===== config.mk =====
export PLATFORM = sky130hd
export DESIGN_NAME = acc_risc_core
export DESIGN_NICKNAME = d
export VERILOG_FILES = /design/src/rtl/acc_risc_pkg.sv /design/src/rtl/acc_risc_alu.sv /design/src/rtl/acc_risc_core.sv
export SDC_FILE = /design/constraint.sdc
export NUM_CORES = 1
export LEC_CHECK = 0
export ABC_AREA = 1
export CORE_MARGIN = 1
export CORE_UTILIZATION = 50
export DETAILED_ROUTE_END_ITERATION = 10
export GPL_TIMING_DRIVEN = 0
export PLACE_DENSITY_LB_ADDON = 0.2
export SETUP_SLACK_MARGIN = 0.02
export SYNTH_ARGS = -nofsm -noshare
export SYNTH_HDL_FRONTEND = slang
export SYNTH_SLANG_ARGS = --single-unit
export TNS_END_PERCENT = 100

===== constraint.sdc =====
create_clock -name clk -period 2 [get_ports clk]
set_input_delay 0.5 -clock clk [delete_from_list [all_inputs] [get_ports clk]]
set_output_delay 0.5 -clock clk [all_outputs]
set_load 0.01 [all_outputs]

===== src/rtl/acc_risc_pkg.sv =====
// Shared opcode constants, FSM state encoding and decode helpers for the accumulator RISC core.
package acc_risc_pkg;

    typedef enum logic [1:0] {
        S_IDLE  = 2'd0,
        S_FETCH = 2'd1,
        S_EXEC  = 2'd2,
        S_HALT  = 2'd3
    } state_e;

    localparam logic [2:0] OP_HLT = 3'b000;
    localparam logic [2:0] OP_SKZ = 3'b001;
    localparam logic [2:0] OP_ADD = 3'b010;
    localparam logic [2:0] OP_AND = 3'b011;
    localparam logic [2:0] OP_XOR = 3'b100;
    localparam logic [2:0] OP_LDA = 3'b101;
    localparam logic [2:0] OP_STO = 3'b110;
    localparam logic [2:0] OP_JMP = 3'b111;

    // True for opcodes whose execute phase needs a memory transfer.
    function automatic logic op_uses_mem(input logic [2:0] op);
        return (op != OP_HLT) && (op != OP_SKZ) && (op != OP_JMP);
    endfunction

endpackage


===== src/rtl/acc_risc_alu.sv =====
// Combinational accumulator ALU: computes the new accumulator for LDA/ADD/AND/XOR.
module acc_risc_alu
    import acc_risc_pkg::*;
#(
    parameter int unsigned DATA_W = 8
) (
    input  logic [2:0]        op,
    input  logic [DATA_W-1:0] acc,
    input  logic [DATA_W-1:0] operand,
    output logic [DATA_W-1:0] result
);

    always_comb begin
        result = acc;
        case (op)
            OP_ADD:  result = acc + operand;
            OP_AND:  result = acc & operand;
            OP_XOR:  result = acc ^ operand;
            OP_LDA:  result = operand;
            default: result = acc;
        endcase
    end

endmodule


===== src/rtl/acc_risc_core.sv =====
// Accumulator RISC core with req/ack memory port and debug taps.
// Optional performance counters are enabled by defining ACC_RISC_PERF_CNT_EN.
module acc_risc_core
    import acc_risc_pkg::*;
#(
    parameter int unsigned DATA_W   = 8,
    parameter int unsigned ADDR_W   = 5,
    parameter int unsigned RESET_PC = 0
) (
    input  logic              clk,
    input  logic              rst_n,
    output logic              mem_req,
    output logic              mem_we,
    output logic [ADDR_W-1:0] mem_addr,
    output logic [DATA_W-1:0] mem_wdata,
    input  logic              mem_ack,
    input  logic [DATA_W-1:0] mem_rdata,
    output logic              halt,
    output logic [ADDR_W-1:0] dbg_pc,
    output logic [DATA_W-1:0] dbg_ir,
    output logic [DATA_W-1:0] dbg_acc
`ifdef ACC_RISC_PERF_CNT_EN
    ,
    output logic [31:0]       instr_cnt,
    output logic [31:0]       cycle_cnt
`endif
);

    localparam logic [ADDR_W-1:0] PC_INIT = ADDR_W'(RESET_PC);
    localparam logic [ADDR_W-1:0] PC_ONE  = ADDR_W'(1);

    state_e            state_q, state_d;
    logic [ADDR_W-1:0] pc_q, pc_d;
    logic [DATA_W-1:0] ir_q, ir_d;
    logic [DATA_W-1:0] acc_q, acc_d;
    logic              halt_q, halt_d;
    logic [DATA_W-1:0] alu_result;
    logic [2:0]        opcode;
    logic [ADDR_W-1:0] operand;
    logic              xfer_done;

    if (DATA_W < ADDR_W + 3) begin : g_bad_width
        $error("acc_risc_core: DATA_W must be at least ADDR_W+3");
    end

    if (DATA_W > ADDR_W + 3) begin : g_ir_unused
        logic unused_ir_hi;
        assign unused_ir_hi = ^ir_q[DATA_W-1:ADDR_W+3];
    end

    assign opcode    = ir_q[ADDR_W+2:ADDR_W];
    assign operand   = ir_q[ADDR_W-1:0];
    assign xfer_done = mem_req & mem_ack;

    acc_risc_alu #(
        .DATA_W(DATA_W)
    ) u_alu (
        .op     (opcode),
        .acc    (acc_q),
        .operand(mem_rdata),
        .result (alu_result)
    );

    always_ff @(posedge clk or negedge rst_n) begin
        if (!rst_n) begin
            state_q <= S_IDLE;
            pc_q    <= PC_INIT;
            ir_q    <= '0;
            acc_q   <= '0;
            halt_q  <= 1'b0;
        end else begin
            state_q <= state_d;
            pc_q    <= pc_d;
            ir_q    <= ir_d;
            acc_q   <= acc_d;
            halt_q  <= halt_d;
        end
    end

    always_comb begin
        state_d = state_q;
        pc_d    = pc_q;
        ir_d    = ir_q;
        acc_d   = acc_q;
        halt_d  = halt_q;
        unique case (state_q)
            S_IDLE: state_d = S_FETCH;
            S_FETCH: begin
                if (xfer_done) begin
                    ir_d    = mem_rdata;
                    pc_d    = pc_q + PC_ONE;
                    state_d = S_EXEC;
                end
            end
            S_EXEC: begin
                case (opcode)
                    OP_HLT: begin
                        halt_d  = 1'b1;
                        state_d = S_HALT;
                    end
                    OP_SKZ: begin
                        if (acc_q == '0) begin
                            pc_d = pc_q + PC_ONE;
                        end
                        state_d = S_FETCH;
                    end
                    OP_JMP: begin
                        pc_d    = operand;
                        state_d = S_FETCH;
                    end
                    default: begin
                        if (xfer_done) begin
                            if (opcode != OP_STO) begin
                                acc_d = alu_result;
                            end
                            state_d = S_FETCH;
                        end
                    end
                endcase
            end
            S_HALT: state_d = S_HALT;
            default: state_d = S_IDLE;
        endcase
    end

    // Port outputs decode from registered state only, so they stay put across wait states
    // and drop as soon as the asynchronous reset hits.
    always_comb begin
        mem_req   = 1'b0;
        mem_we    = 1'b0;
        mem_addr  = '0;
        mem_wdata = '0;
        unique case (state_q)
            S_FETCH: begin
                mem_req  = 1'b1;
                mem_addr = pc_q;
            end
            S_EXEC: begin
                if (op_uses_mem(opcode)) begin
                    mem_req  = 1'b1;
                    mem_addr = operand;
                    if (opcode == OP_STO) begin
                        mem_we    = 1'b1;
                        mem_wdata = acc_q;
                    end
                end
            end
            default: mem_req = 1'b0;
        endcase
    end

    assign halt    = halt_q;
    assign dbg_pc  = pc_q;
    assign dbg_ir  = ir_q;
    assign dbg_acc = acc_q;

`ifdef ACC_RISC_PERF_CNT_EN
    logic [31:0] instr_cnt_q, cycle_cnt_q;

    always_ff @(posedge clk or negedge rst_n) begin
        if (!rst_n) begin
            instr_cnt_q <= '0;
            cycle_cnt_q <= '0;
        end else begin
            if (state_q != S_HALT) begin
                cycle_cnt_q <= cycle_cnt_q + 32'd1;
            end
            if ((state_q == S_EXEC) && (state_d != S_EXEC)) begin
                instr_cnt_q <= instr_cnt_q + 32'd1;
            end
        end
    end

    assign instr_cnt = instr_cnt_q;
    assign cycle_cnt = cycle_cnt_q;
`endif

endmodule


==> flow_summary.yaml, run 1 <==
clock_tree:
  worstSkewPairLatency_ns: 0.28
  cts.sinks: 24
  clockBufferDepth: 2
  cts_buffers: 3
  cts_tree: "yes"
  cts_hold_buf: 0
  clkTransAtPathRegs_ns: 0.09
  clockRootBuffer: "clkbuf_8"
  h-tree-depth: 1
worst_setup_path:
  crit_path_max_incr_delay_ns: 0.40
  path_depth: 6
  r2r_cells: 8
  cp.arrival_ns: 1.53
  worstSetupPathType: "reg -> out"
  crit_path_start: "dbg_ir[5]"
  cp_top_family: "simple AND/OR/NAND/NOR gates"
  cp-end-kind: "output pin"
  crit_chain: "buf_6, nor3_4, nand2_4, buf_6, nor2_1, buf_2"
  regToRegStartpoint: "state_q[0]"
  cp.required_ns: 1.50
  crit_top_cell: "buf_6"
  cp-start-kind: "register"
  path_max_fanout: 4
  crit_buf_inv: 3
  crit_slowest_cell: "dfrtp_1"
yosys:
  synth_top_area_share_pct: 30.83
  synth_cell_types: 34
  synth.avg_cell_area_um2: 6.958
  synth_ff_type: "dfrtp_1"
  yosys.area.top_type: "dfrtp_1"
  yosys-top-cells-count: "nand2_1 (82), inv_1 (42), dfrtp_1 (24), nand3_1 (20), nor2_1 (20)"
  synthTopCellsByArea: "dfrtp_1 (31%), nand2_1 (16%), inv_1 (8.1%)"
  synth_edf_count: 0
  mappedNetlistNets: 304
  ys_async_sr_fraction_pct: 100.0
  yosysMostFrequentCell: "nand2_1"
  netlist_area_um2: 1948
  ys_ff_latch: 24
  seq_area_frac_synth_pct: 30.83
  synth_warnings: 0
  synthCells: 280
global_routing:
  grt_pass1_wl_mm: 8.776
  grt_antenna_before_repair: 0
  grt_overflow_total: 0
  grt_max_degree: 25
  grt_pass1_vias: 1918
  grt_usage_pct: 27.69
detailed_routing:
  drtPass1Iterations: 8
  wl_per_cell_um: 14.13
  drcViolationCount: 0
  vias: 2124
  postRouteAntennaNets: 0
  via_per_inst: 5.377
  drt_iter0_markers: 133
  postRouteWirelength_mm: 5.583
floorplan:
  core_um2: 3689
  die-area_um2: 4150
  top_level_ports: 48
  die_h_um: 64.42
  rows: 22
  dieWidth_um: 64.42
  initial_core_util_pct: 52.82
power_and_ir_drop:
  power.density_nw_per_um2: 1621
  peakVddDrop_mv: 0.6965
  p_total_uw: 4426
  leakage_uw: 0.001400
timing:
  max_freq_mhz: 492.8
  finalSetupViolations: 11
  finClkSkew_ns: 0.001495
  finalHoldViolations: 0
  slew_headroom_pct: 26.38
  setup_slack_ns: -0.02927
  worst_pin_slew_ns: 1.101
  rsz0062_at_grt: "yes"
  period_share_pct: 101.5
  maxSlewViolCount: 0
  hold_ws_ns: 0.4747
  period_needed_ns: 2.029
worst_hold_path:
  hold_depth: 1
  hp-class: "reg -> reg"
  hp-start: "halt"
outcome:
  violations: "negative setup slack"
  run_status: "complete, but fails checks"
cells_and_area:
  multi_input_area_um2: 1225
  diodes: 0
  seqCellArea_um2: 601.8
  drive_gt1_share_pct: 24.78
  syn_to_final_growth_pct: 40.14
  fillers: 311
  fin_nets: 372
place:
  dpl.hpwl_mm: 3.743
  gp_congestion: 0.9687
  port_buffers: 47
run:
  max_cap_violations: 0
area by class of cell:
cell class              count  area share [%]
well taps                  48           2.200
flip-flops and latches     24           22.04
inverters                  45           6.645
multi-input cells         206           44.87
clock buffers               3           1.512
repair buffers             62           18.97
plain buffers               6           2.658
clock inverters             1           1.100
per-stage QoR:
stage	util [%]	instance area (µm²)	setup TNS, ns	instances	setup slack [ns]
finish	74.02	2730	-0.1753	395	-0.02927
global route	74.02	2730	-1.061	395	-0.08629
detailed placement	67.20	2479	-4.443	375	-0.2910
CTS	71.78	2648	0	392	0.01745
floorplan	-	1948	0	280	0.3187
global placement	67.20	2479	-4.247	375	-0.2638
power breakdown:
| part | internal [µW] | switching, µW | total [µW] |
|---|---|---|---|
| clock | 268 | 184 | 452 |
| combinational | 1340 | 1670 | 3020 |
| sequential | 707 | 248 | 955 |
worst paths after layout:
kind	to	slack (ns)
max	mem_wdata[6]	-0.03
min	halt	0.47
max reg2reg	dbg_ir[6]	0.17
min reg2reg	halt	0.47
max in group asynchronous	dbg_ir[6]	0.47
min in group asynchronous	halt	0.80
routing by layer:
layer	GRT usage (%)	wire, µm	up-vias
met5	0	0	-
met3	5.106	276	15
li1	-	-	1035
met4	12.22	138	0
met1	33.41	2388	999
met2	47.76	2780	75
cell families after synthesis:
| group | Yosys count | share of synthesized area [%] |
|---|---|---|
| AO/OA/AOI/OAI | 48 | 14.84 |
| flip-flops | 24 | 30.83 |
| buffers and inverters | 51 | 11.43 |
| AND/OR/NAND/NOR | 138 | 31.34 |
| XOR/XNOR | 4 | 1.799 |
| multiplexers | 2 | 1.028 |
| adder cells (fa/ha/maj) | 13 | 8.735 |
sequential cells by signal, indices dropped and copies added (netlist names):
| register | cells |
|---|---|
| state_q | 2 |
| dbg_acc | 8 |
| dbg_pc | 5 |
| halt | 1 |
| dbg_ir | 8 |
what timing repair did:
action                     CTS  global route
pin swaps                    4             8
gates resized for setup     79            25
buffers inserted            12             3
gates cloned                 1             0
setup endpoints to repair   15            18
cell usage in the layout (no fill, tap or decap), types with 2 or more instances in the layout:
| cell type | Yosys | routed |
|---|---|---|
| nor2_1 | 20 | 16 |
| o21ai_1 | 5 | 5 |
| nand3_1 | 20 | 19 |
| nand2_2 | 2 | 8 |
| buf_2 | 3 | 14 |
| a21oi_1 | 13 | 7 |
| nand2_4 | 2 | 3 |
| o21ai_2 | 6 | 6 |
| nand3_2 | 2 | 2 |
| inv_6 | 0 | 2 |
| nand2_1 | 82 | 76 |
| buf_4 | 1 | 14 |
| ha_1 | 12 | 10 |
| o21ai_0 | 15 | 15 |
| dfrtp_1 | 24 | 23 |
| mux2i_1 | 2 | 2 |
| clkdlybuf4s50_1 | 0 | 31 |
| o22ai_1 | 2 | 2 |
| buf_6 | 1 | 6 |
| inv_2 | 3 | 3 |
| nor2_2 | 0 | 4 |
| a21oi_2 | 1 | 7 |
| nand4_1 | 4 | 4 |
| clkbuf_8 | 0 | 3 |
| xnor2_1 | 3 | 3 |
| o211ai_1 | 3 | 3 |
| inv_1 | 42 | 39 |
No activity file was read; power rests on OpenSTA's default activity.
==> run 2: changes to the inputs <==
Settings changed: CTS_CLUSTER_SIZE set to 40, GPL_TIMING_DRIVEN 0 to unset.
==> flow_summary.yaml, run 2 (synthesized netlist as in run 1, its figures left out) <==
outcome:
  run_status: "finished clean"
worst_setup_path:
  crit_buf_inv: 3
  cp_top_family: "flip-flops"
  cp.required_ns: 1.50
  cp-end-kind: "output pin"
  regToRegSetupSlack_ns: 0.29
  crit_path_max_incr_delay_ns: 0.40
  worstSetupPathType: "reg -> out"
  crit_slowest_cell: "dfrtp_1"
  timing.rr.end: "dbg_acc[5]"
  cp-start-kind: "register"
  cp.arrival_ns: 1.46
  regToRegStartpoint: "state_q[0]"
  crit_chain: "inv_2, ha_4, nand3_4, buf_4, a21oi_2, buf_2"
  r2r_cells: 10
  path_max_fanout: 6
run:
  max_cap_violations: 0
cells_and_area:
  final_common_cell: "nand2_1"
  fillers: 309
  syn_to_final_growth_pct: 40.33
  fin_nets: 382
  final_cell_mix: "nand2_1 (80), inv_1 (39), clkdlybuf4s50_1 (31), buf_4 (31), dfrtp_1 (24)"
  drive_gt1_share_pct: 23.25
  diodes: 0
clock_tree:
  cts.sinks: 24
  cts_tree: "yes"
  clockBufferDepth: 2
  clockRootBuffer: "clkbuf_8"
  h-tree-depth: 1
  cts_buffers: 3
  cts_hold_buf: 0
  worstSkewPairLatency_ns: 0.28
  clkTransAtPathRegs_ns: 0.10
global_routing:
  grt_pass1_vias: 1971
  grt_overflow_total: 0
  grt_antenna_before_repair: 0
  grt_usage_pct: 27.38
  grt_pass1_wl_mm: 8.776
  grt_max_degree: 25
timing:
  slew_headroom_pct: 62.96
  finalSetupViolations: 0
  period_share_pct: 97.84
  max_freq_mhz: 511.0
  maxSlewViolCount: 0
  finClkSkew_ns: 0.001908
  setup_slack_ns: 0.04315
  finalHoldViolations: 0
  finalSetupTns_ns: 0
  rsz0062_at_grt: "yes"
  period_needed_ns: 1.957
  worst_pin_slew_ns: 0.5536
detailed_routing:
  via_per_inst: 5.249
  wl_per_cell_um: 13.72
  postRouteAntennaNets: 0
  vias: 2126
  postRouteWirelength_mm: 5.555
  drt_iter0_markers: 211
  drcViolationCount: 0
  drtPass1Iterations: 4
worst_hold_path:
  hold_depth: 1
  min_to: "halt"
  hp-class: "reg -> reg"
  hp-start: "halt"
place:
  gp_congestion: 0.9509
  dpl.hpwl_mm: 4.014
  place_ws_ns: -0.2017
  port_buffers: 47
floorplan:
  initial_core_util_pct: 52.82
  dieWidth_um: 64.42
  rows: 22
  top_level_ports: 48
  core_um2: 3689
  die_h_um: 64.42
  die-area_um2: 4150
power_and_ir_drop:
  leakage_uw: 0.001432
  power.density_nw_per_um2: 1605
  peakVddDrop_mv: 0.8511
  p_total_uw: 4387
## run 2: changes by cell type in the layout (fill, tap and decap cells not counted), sizes merged
| cell | change |
|---|---|
| buf | +11 |
| nand2 | -1 |
## run 2: final cells by class
type                       instances  area (µm²)  share of cell area [%]
clock buffer                       3       41.29                   1.510
inverter                          45       173.9                   6.362
clock inverter                     1       30.03                   1.098
tap                               48       60.06                   2.197
timing repair buffer              79       641.9                   23.48
multi-input combinational        205        1186                   43.39
sequential                        24       600.6                   21.97
## run 2: routing by layer
metal / part of all wire [%] / global-route usage [%]
met1: 43 / 32.04
met3: 5.5 / 4.577
met4: 1.8 / 11.39
met2: 49 / 49.08
met5: 0 / 0
## run 2: worst max path at each step
stage	slack [ns]	to	from	depth (start not counted)
after global routing	-0.02	mem_addr[1]	state_q[0]	7
after global placement	-0.16	mem_addr[0]	state_q[0]	7
after detailed placement	-0.20	mem_addr[1]	state_q[0]	7
final	0.04	mem_req	state_q[0]	6
after CTS	0.03	mem_wdata[5]	dbg_ir[6]	6
after floorplan	0.32	mem_addr[4]	state_q[0]	6
## run 2: where the power goes
group | internal [µW] | switching, µW | total (µW) | leakage [µW]
Sequential | 705 | 252 | 957 | 0.000290
Clock | 268 | 183 | 451 | 0.0000357
Combinational | 1390 | 1590 | 2980 | 0.00111
Total | 2360 | 2030 | 4390 | 0.00143
## run 2: worst reg2reg max path: stages (launching register included)
cell and delay, ns:
dfrtp_1 0.37, buf_4 0.12, buf_4 0.12, ha_4 0.18, inv_2 0.06, buf_4 0.13, nand2_2 0.08, nand4_2 0.14
buf_4 0.20, nor2_1 0.13, a21boi_2 0.06
## run 2: repair_timing
action | 4_1_cts | 5_1_grt
pin swaps | 0 | 3
gates resized for setup | 63 | 16
buffers inserted | 2 | 1
endpoints found under the setup margin | 15 | 16
## run 2: metrics by stage
step	hold WS (ns)	utilization [%]	std cells	instance area, µm²
6_report	0.4863	74.12	405	2734
3_5_place_dp	0.4624	71.64	398	2643
4_1_cts	0.4849	73.20	404	2700
3_3_place_gp	0.4524	71.64	398	2643
2_1_floorplan	0.2044	-	280	1948
5_1_grt	0.5097	74.12	405	2734
